--- config.mk ---
export PLATFORM = sky130hd
export DESIGN_NAME = eth_rx_parser
export DESIGN_NICKNAME = d
export VERILOG_FILES = /design/src/rtl/eth_pkg.sv /design/src/rtl/eth_crc32.sv /design/src/rtl/eth_rx_parser.sv
export SDC_FILE = /design/constraint.sdc
export NUM_CORES = 1
export LEC_CHECK = 0
export CAP_MARGIN = 20
export CORE_MARGIN = 2
export CORE_UTILIZATION = 63
export CTS_BUF_LIST = sky130_fd_sc_hd__clkbuf_2
export CTS_CLUSTER_DIAMETER = 60
export DETAILED_ROUTE_END_ITERATION = 10
export PLACE_DENSITY_LB_ADDON = 0.2
export SLEW_MARGIN = 20
export SYNTH_ARGS = -nofsm -noshare
export SYNTH_HDL_FRONTEND = slang
export SYNTH_SLANG_ARGS = --single-unit
--- constraint.sdc ---
create_clock -name clk -period 8.2 [get_ports clk]
set_clock_uncertainty 0.15 [all_clocks]
set_input_delay 2.46 -clock clk [delete_from_list [all_inputs] [get_ports clk]]
set_output_delay 2.46 -clock clk [all_outputs]
set_load 0.02 [all_outputs]
--- src/rtl/eth_pkg.sv ---
// eth_pkg: shared Ethernet constants, parser FSM states and a byte-wise reflected CRC-32 step.
package eth_pkg;
   localparam int          ETH_HDR_LEN   = 14;
   localparam int          ETH_FCS_LEN   = 4;
   localparam logic [31:0] CRC32_POLY    = 32'hEDB8_8320;
   localparam logic [31:0] CRC32_INIT    = 32'hFFFF_FFFF;
   localparam logic [31:0] CRC32_RESIDUE = 32'hDEBB_20E3;
   localparam logic [47:0] ETH_BCAST_MAC = 48'hFFFF_FFFF_FFFF;
   typedef enum logic [1:0] {ST_IDLE, ST_HDR, ST_PAYLOAD, ST_DROP} eth_state_e;
   // One byte through the LSB-first CRC-32 shift register, no final inversion.
   function automatic logic [31:0] crc32_byte(input logic [31:0] c, input logic [7:0] d);
      logic [31:0] r;
      r = c ^ {24'h0, d};
      for (int i = 0; i < 8; i++) r = r[0] ? ((r >> 1) ^ CRC32_POLY) : (r >> 1);
      return r;
   endfunction
endpackage

--- src/rtl/eth_crc32.sv ---
// eth_crc32: running reflected CRC-32, one byte per cycle.
//   clk, rst_n : clock, async active-low reset
//   clear      : reload CRC32_INIT (wins over en)
//   en, data   : fold data into the register
//   crc        : current register value
module eth_crc32
   import eth_pkg::*;
(
   input  logic        clk,
   input  logic        rst_n,
   input  logic        clear,
   input  logic        en,
   input  logic [7:0]  data,
   output logic [31:0] crc
);
   logic [31:0] crc_q, crc_d;
   always_comb crc_d = clear ? CRC32_INIT : en ? crc32_byte(crc_q, data) : crc_q;
   always_ff @(posedge clk or negedge rst_n)
      if (!rst_n) crc_q <= CRC32_INIT;
      else        crc_q <= crc_d;
   assign crc = crc_q;
endmodule

--- src/rtl/eth_rx_parser.sv ---
// eth_rx_parser: streaming Ethernet receiver; captures header, forwards payload minus FCS,
// checks CRC-32/length and emits a per-frame status pulse.
//   in_*   : MAC/PHY byte stream (valid/ready, in_last on final FCS byte)
//   out_*  : payload stream (valid/ready, out_last with out_err)
//   stat_* : status word, stat_valid pulses one cycle after in_last is accepted
// Optional: `define ETH_RX_DST_FILTER_EN drops frames not addressed to LOCAL_MAC or broadcast.
module eth_rx_parser
   import eth_pkg::*;
#(
   parameter int          MIN_FRAME = 64,
   parameter int          MAX_FRAME = 1518,
   parameter logic [47:0] LOCAL_MAC = 48'h02_00_00_00_00_01
) (
   input  logic        clk,
   input  logic        rst_n,
   input  logic [7:0]  in_data,
   input  logic        in_valid,
   input  logic        in_last,
   output logic        in_ready,
   output logic [7:0]  out_data,
   output logic        out_valid,
   output logic        out_last,
   output logic        out_err,
   input  logic        out_ready,
   output logic        stat_valid,
   output logic [15:0] stat_len,
   output logic [15:0] stat_ethertype,
   output logic [47:0] stat_dst_mac,
   output logic [47:0] stat_src_mac,
   output logic        stat_crc_err,
   output logic        stat_runt,
   output logic        stat_giant,
   output logic        stat_filtered
);
`ifdef ETH_RX_DST_FILTER_EN
   localparam logic FILT_EN = 1'b1;
`else
   localparam logic FILT_EN = 1'b0;
`endif
   eth_state_e  state_q, state_d;
   logic [15:0] count_q, count_d, len_next;
   logic [31:0] dly_q, dly_d, crc, crc_next;
   logic [47:0] dst_q, dst_d, src_q, src_d;
   logic [15:0] type_q, type_d;
   logic        giant_q, giant_d, filt_q, filt_d;
   logic [7:0]  out_data_q, out_data_d;
   logic        out_valid_q, out_valid_d, out_last_q, out_last_d, out_err_q, out_err_d;
   logic        stat_valid_q, stat_valid_d;
   logic [15:0] stat_len_q, stat_len_d, stat_type_q, stat_type_d;
   logic [47:0] stat_dst_q, stat_dst_d, stat_src_q, stat_src_d;
   logic        stat_crc_q, stat_crc_d, stat_runt_q, stat_runt_d;
   logic        stat_giant_q, stat_giant_d, stat_filt_q, stat_filt_d;
   logic        accept, fin, giant_now, filt_now, emit, crc_err, runt;

   assign in_ready = !out_valid_q || out_ready;

   eth_crc32 u_crc (
      .clk   (clk),
      .rst_n (rst_n),
      .clear (fin),
      .en    (accept),
      .data  (in_data),
      .crc   (crc)
   );

   always_comb begin
      accept    = in_valid && in_ready;
      fin       = accept && in_last;
      len_next  = (count_q == 16'hFFFF) ? count_q : count_q + 16'd1;
      crc_next  = crc32_byte(crc, in_data);
      crc_err   = crc_next != CRC32_RESIDUE;
      runt      = count_q < 16'(MIN_FRAME - 1);
      giant_now = count_q == 16'(MAX_FRAME);
      // Header fields shift in MSB-first; the in-flight byte is folded in so status sees it too.
      dst_d     = (accept && count_q < 16'd6) ? {dst_q[39:0], in_data} : dst_q;
      src_d     = (accept && count_q >= 16'd6 && count_q < 16'd12) ? {src_q[39:0], in_data} : src_q;
      type_d    = (accept && count_q >= 16'd12 && count_q < 16'(ETH_HDR_LEN)) ? {type_q[7:0], in_data} : type_q;
      filt_now  = FILT_EN && state_q == ST_HDR && count_q == 16'd5
                  && dst_d != LOCAL_MAC && dst_d != ETH_BCAST_MAC;
      // Byte k-4 leaves the delay line; only header-free bytes in PAYLOAD are forwarded.
      emit      = accept && state_q == ST_PAYLOAD && count_q >= 16'(ETH_HDR_LEN + ETH_FCS_LEN);
      state_d   = !accept ? state_q : in_last ? ST_IDLE :
                  (state_q == ST_IDLE) ? ST_HDR :
                  (state_q == ST_HDR) ? (filt_now ? ST_DROP :
                                         (count_q == 16'(ETH_HDR_LEN - 1)) ? ST_PAYLOAD : ST_HDR) :
                  (state_q == ST_PAYLOAD && giant_now) ? ST_DROP : state_q;
      count_d   = !accept ? count_q : in_last ? 16'd0 : len_next;
      dly_d     = !accept ? dly_q : in_last ? 32'd0 : {dly_q[23:0], in_data};
      giant_d   = !accept ? giant_q : !in_last && (giant_q || giant_now);
      filt_d    = !accept ? filt_q : !in_last && (filt_q || filt_now);
      out_valid_d = emit || (out_valid_q && !out_ready);
      out_data_d  = emit ? dly_q[31:24] : out_data_q;
      out_last_d  = emit ? (in_last || giant_now) : out_last_q && out_valid_d;
      out_err_d   = emit ? (giant_now || (in_last && (crc_err || runt))) : out_err_q && out_valid_d;
      stat_valid_d = fin;
      stat_len_d   = fin ? len_next : stat_len_q;
      stat_type_d  = fin ? type_d : stat_type_q;
      stat_dst_d   = fin ? dst_d : stat_dst_q;
      stat_src_d   = fin ? src_d : stat_src_q;
      stat_crc_d   = fin ? crc_err : stat_crc_q;
      stat_runt_d  = fin ? runt : stat_runt_q;
      stat_giant_d = fin ? (giant_q || giant_now) : stat_giant_q;
      stat_filt_d  = fin ? (filt_q || filt_now) : stat_filt_q;
   end

   always_ff @(posedge clk or negedge rst_n) begin
      if (!rst_n) begin
         state_q      <= ST_IDLE;
         count_q      <= '0;
         dly_q        <= '0;
         dst_q        <= '0;
         src_q        <= '0;
         type_q       <= '0;
         giant_q      <= 1'b0;
         filt_q       <= 1'b0;
         out_data_q   <= '0;
         out_valid_q  <= 1'b0;
         out_last_q   <= 1'b0;
         out_err_q    <= 1'b0;
         stat_valid_q <= 1'b0;
         stat_len_q   <= '0;
         stat_type_q  <= '0;
         stat_dst_q   <= '0;
         stat_src_q   <= '0;
         stat_crc_q   <= 1'b0;
         stat_runt_q  <= 1'b0;
         stat_giant_q <= 1'b0;
         stat_filt_q  <= 1'b0;
      end else begin
         state_q      <= state_d;
         count_q      <= count_d;
         dly_q        <= dly_d;
         dst_q        <= dst_d;
         src_q        <= src_d;
         type_q       <= type_d;
         giant_q      <= giant_d;
         filt_q       <= filt_d;
         out_data_q   <= out_data_d;
         out_valid_q  <= out_valid_d;
         out_last_q   <= out_last_d;
         out_err_q    <= out_err_d;
         stat_valid_q <= stat_valid_d;
         stat_len_q   <= stat_len_d;
         stat_type_q  <= stat_type_d;
         stat_dst_q   <= stat_dst_d;
         stat_src_q   <= stat_src_d;
         stat_crc_q   <= stat_crc_d;
         stat_runt_q  <= stat_runt_d;
         stat_giant_q <= stat_giant_d;
         stat_filt_q  <= stat_filt_d;
      end
   end

   assign out_data       = out_data_q;
   assign out_valid      = out_valid_q;
   assign out_last       = out_last_q;
   assign out_err        = out_err_q;
   assign stat_valid     = stat_valid_q;
   assign stat_len       = stat_len_q;
   assign stat_ethertype = stat_type_q;
   assign stat_dst_mac   = stat_dst_q;
   assign stat_src_mac   = stat_src_q;
   assign stat_crc_err   = stat_crc_q;
   assign stat_runt      = stat_runt_q;
   assign stat_giant     = stat_giant_q;
   assign stat_filtered  = stat_filt_q;
endmodule

[Word level (Yosys, flattened, before mapping)]
Cells that the tools add are included.
Storage, ports and cells
  register bits: 340
  bits of input ports: 13
  logic and storage cells: 97
Operators by class
  $add $sub $neg: 1
  $lt $le $gt $ge: 7
  equal/unequal tests: 6
  mux-type cells: 23
  bitwise gates (word level): 9
  reductions and logical operators: 29
Operators with widths (count)
  $mux 32: 11
  $not 13->14: 8
  $mux 48: 2
  $mux 16: 3
  $lt 16x4->1 const B: 2
  $ne 32x32->1 const B: 1
  $xor 32x8->32: 1
  $add 16x1->16 const B: 1
  $eq 16x11->1 const B: 1
  $eq 16x16->1 const B: 1
  $eq 16x4->1 const B: 1
  $ge 16x3->1 const B: 1
  $ge 16x4->1 const B: 1
  $ge 16x5->1 const B: 1
  $logic_and 1x1->1: 16
  $lt 16x3->1 const B: 1
  $lt 16x6->1 const B: 1
  $mux 2: 5
  $logic_or 1x1->1: 6
  $reduce_bool 4->1: 1
  $logic_not 1->1: 3
  $eq 2x1->1 const B: 1
  $eq 2x2->1 const B: 1
  $logic_not 2->1: 1
  3 further kinds: 4

[Depth between registers and ports, before layout]
  word-level depth: 22
  depth in mapped cells: 10

[Cells and area by module]
Synthesis repeated with hierarchy kept, for this count alone.
Second synthesis, totals
  cells, all modules: 1219
  area total of the unflattened synthesis: 15294.7 um^2
By module, submodules not included
  eth_rx_parser: times used 1, cells an instance 1027, area an instance 13216.4 um^2, sequential area each 7707.4 um^2
  eth_crc32: times used 1, cells an instance 192, area an instance 2078.2 um^2, sequential area each 840.8 um^2

[Worst setup path after synthesis]
OpenSTA, ideal clock, no wires.
  path kind: input-to-output
  start point: input out_ready
  end point: output in_ready
  arrival: 2830 ps
  data required time: 5590 ps
  path slack: 2760 ps
  stages: 2
  buffers on the path: 0
  cell sequence: nor2b_1 -> inv_1
On the way
  cells in the longest elaborated chain, start to end: 1
RTL lines
  from (decl): line eth_rx_parser.sv:24  | input logic out_ready,
  $logic_or 1x1->1: line eth_rx_parser.sv:55  | assign in_ready = !out_valid_q || out_ready;
  to (decl): line eth_rx_parser.sv:19  | output logic in_ready,
Every way passes these cells.

[Final worst setup path]
Same ends and word-level chain as after synthesis.

==> flow_metrics.env <==
export IMPL_ys_flop_type="dfrtp_1"
export IMPL_clkSinkCount=340
export IMPL_cts_inserted_buffers=82
export IMPL_cts_resized=0
export IMPL_antenna_found_initial=2
export IMPL_seqPwrFrac=0.414
export IMPL_fmax_ghz=0.156
export IMPL_wirelength_mm=31.2
export IMPL_dr_total_vias=10137
export IMPL_start_util=0.646
export IMPL_required_ns=5.59
export IMPL_crit_buf_inv=3
export IMPL_dieArea_um2=24500
export IMPL_grt_pass1_vias=10019
export IMPL_wl_per_cell_um=16.5
export IMPL_grt_max_degree=131
export IMPL_synth_edf_count=0
export IMPL_cpPeakStageDelay_ns=0.55
export IMPL_synth_cells=1354
export IMPL_tightest_slew_ns=0.964
export IMPL_cp_cell_sequence="clkdlybuf4s50_1, nor2b_1, inv_1, clkdlybuf4s50_1"
export IMPL_cpMostUsedCell="clkdlybuf4s50_1"
export IMPL_cp_slowest_cell="clkdlybuf4s50_1"
export IMPL_post_cts_buffers=0
export IMPL_cts_tree="yes"
export IMPL_clk_latency_ns=0.87
export IMPL_synth_area_leaders="dfrtp_1 53%, nand2_1 12%, mux2_2 6.9%"
export IMPL_cap_violations=0
export IMPL_rows=55
export IMPL_fin_util=0.754
export IMPL_rsz0062_at_grt="false"
export IMPL_synth_avg_cell_area_um2=10.8
export IMPL_portBuffers=157
export IMPL_grt_overflow=0
export IMPL_timing_slew_headroom=0.358
export IMPL_hold_path_class="register to register"
export IMPL_ir_drop_v=0.000217
export IMPL_synth_cell_types=55
export IMPL_setup_viol=0
export IMPL_first_pass_iters=4
export IMPL_arrival_ns=3.81
export IMPL_synth_seq_cells=340
export IMPL_synth_top_area_frac=0.526
export IMPL_final_cell_mix="449 x nand2_1, 308 x dfrtp_1, 156 x clkdlybuf4s50_1, 128 x clkbuf_2, 90 x mux2_2"
export IMPL_drt_iter0_drc=715
export IMPL_ant_nets=0
export IMPL_hold_buffers=0
export IMPL_yosysSeqAreaShare=0.583
export IMPL_drc=0
export IMPL_final_cell_area_um2=17100
export IMPL_grt_usage=0.266
export IMPL_clk_pin_slew_worst_paths_ns=0.09
export IMPL_switching_power_uw=2370
export IMPL_worst_setup_path_type="input port to primary output"
export IMPL_root_buffer="clkbuf_2"
export IMPL_path_delay_family="buffers and inverters"
export IMPL_tns_ns=0
export IMPL_worstSetupEndpointType="primary output"
export IMPL_via_per_inst=5.38
export IMPL_layout_commonest_cell="nand2_1"
export IMPL_slew_violations=0
export IMPL_syn_area_um2=14700
export IMPL_hold_violations=0
export IMPL_gp_congestion=0.868
export IMPL_clockBufferDepth=3
export IMPL_power_density_nw_per_um2=376
export IMPL_ioPinCount=158
export IMPL_grt_pass1_wl_mm=51.0
export IMPL_power_internal_uw=4070
export IMPL_worstPathMaxFanout=5
export IMPL_die_y_um=157
export IMPL_dp_hpwl_mm=20.0
export IMPL_coreArea_um2=22700
export IMPL_num_nets_final=1550
export IMPL_status="complete, no violations"
export IMPL_finalCritPeriodShare=0.783
export IMPL_cts_htree_levels=3
export IMPL_fin_crit_ns=6.42
export IMPL_synth_warnings=0
export IMPL_p_sw_frac=0.368
export IMPL_combPwrFrac=0.415
export IMPL_pwr_share_clk=0.171
export IMPL_p_leak_uw=0.00821
export IMPL_synthesis_nets=1371
export IMPL_syn2layout_area_growth_pct=16.7
export IMPL_synth_top_cell_by_area="dfrtp_1"
export IMPL_start_kind="input port"
export IMPL_layout_drive_gt1_share=0.199
export IMPL_post_dp_cell_area_um2=16400
export IMPL_die_w_um=157
export IMPL_ys_async_sr_fraction=1.00
## final cells by class
class | count | area (um^2)
repair buffers | 170 | 1690
diodes | 2 | 5.00
inverters | 11 | 43.8
clock inverters | 19 | 106
flip-flops and latches | 340 | 8550
fillers | 1546 | 5590
clock buffers | 128 | 641
well taps | 285 | 357
multi-input cells | 928 | 5720
## power groups by stage
stage	Clock (uW)	Combinational, uW	Sequential [uW]
6_report	1100	2670	2660
4_1_cts	1130	2690	2660
3_5_place_dp	0	2670	2690
3_3_place_gp	0	2620	2670
5_1_grt	1230	2900	2730
2_1_floorplan	0	1550	2880
## metrics by stage
stage	power, uW	hold slack [ns]	setup WS [ns]	std cells
floorplan	4430	0.280	2.76	1354
global placement	5290	0.291	1.83	1734
detailed placement	5360	0.298	1.78	1734
CTS	6480	0.328	1.78	1881
global route	6850	0.351	1.73	1882
finish	6430	0.331	1.78	1883
## kinds of logic after synthesis
| logic type | share of synthesized area |
|---|---|
| and+or+nand+nor | 0.159 |
| DFF | 0.583 |
| muxes | 0.108 |
| AOI/OAI and AO/OA | 0.0516 |
| xor gates and xnor gates | 0.0673 |
| buffers and inverters | 0.0275 |
| adders and majority gates | 0.00341 |
## worst min-delay path, delay by kind of cell, from the launching register on
kind / cells / cell delay [ns]
DFF: 1 / 0.35
and+or+nand+nor: 2 / 0.11
## synth_stat cells (all sizes together), types with 7 or more instances
master  count
and3        8
mux2i      16
o21ai      67
xnor3       8
or2         7
xnor2      69
buf        21
nand2     451
nand3      13
mux2      120
xor2       12
a21oi      32
nor2       55
dfrtp     308
clkbuf     54
inv        10
o22a       12
dfstp      32
## registers in the layout, summed over array words and instances (netlist names), 2 cells and up
register,count
dly_q,32
type_q,16
stat_ethertype,16
state_q,2
dst_q,48
src_q,48
out_data,8
stat_dst_mac,48
stat_len,16
stat_src_mac,48
u_crc.crc,32
count_q,16
## path summary, 6_finish.rpt
| check | start | to | slack [ns] | cells past startpoint |
|---|---|---|---|---|
| worst max-delay path | out_ready | in_ready | 1.78 | 4 |
| worst min-delay path | stat_src_mac[21]$_DFFE_PN0P_ | stat_src_mac[21]$_DFFE_PN0P_ | 0.33 | 2 |
| worst max register to register | out_valid$_DFF_PN0_ | stat_dst_mac[34]$_DFFE_PN0P_ | 4.58 | 9 |
| worst min register to register | stat_src_mac[21]$_DFFE_PN0P_ | stat_src_mac[21]$_DFFE_PN0P_ | 0.33 | 2 |
| max in group asynchronous | rst_n | dst_q[44]$_DFF_PN0_ | 5.10 | 2 |
| min in group asynchronous | rst_n | out_data[6]$_DFFE_PN0P_ | 1.52 | 1 |
## routing by layer
layer | global-route usage | vias up | routed length, um | part of all wire
met5 | 0 | - | 0 | 0
met4 | 0.108 | 0 | 754 | 0.024
met1 | 0.368 | 4948 | 13900 | 0.45
li1 | - | 4840 | - | -
met2 | 0.410 | 294 | 14500 | 0.46
met3 | 0.0629 | 55 | 1980 | 0.064
Power figures use the tool's default switching activity.
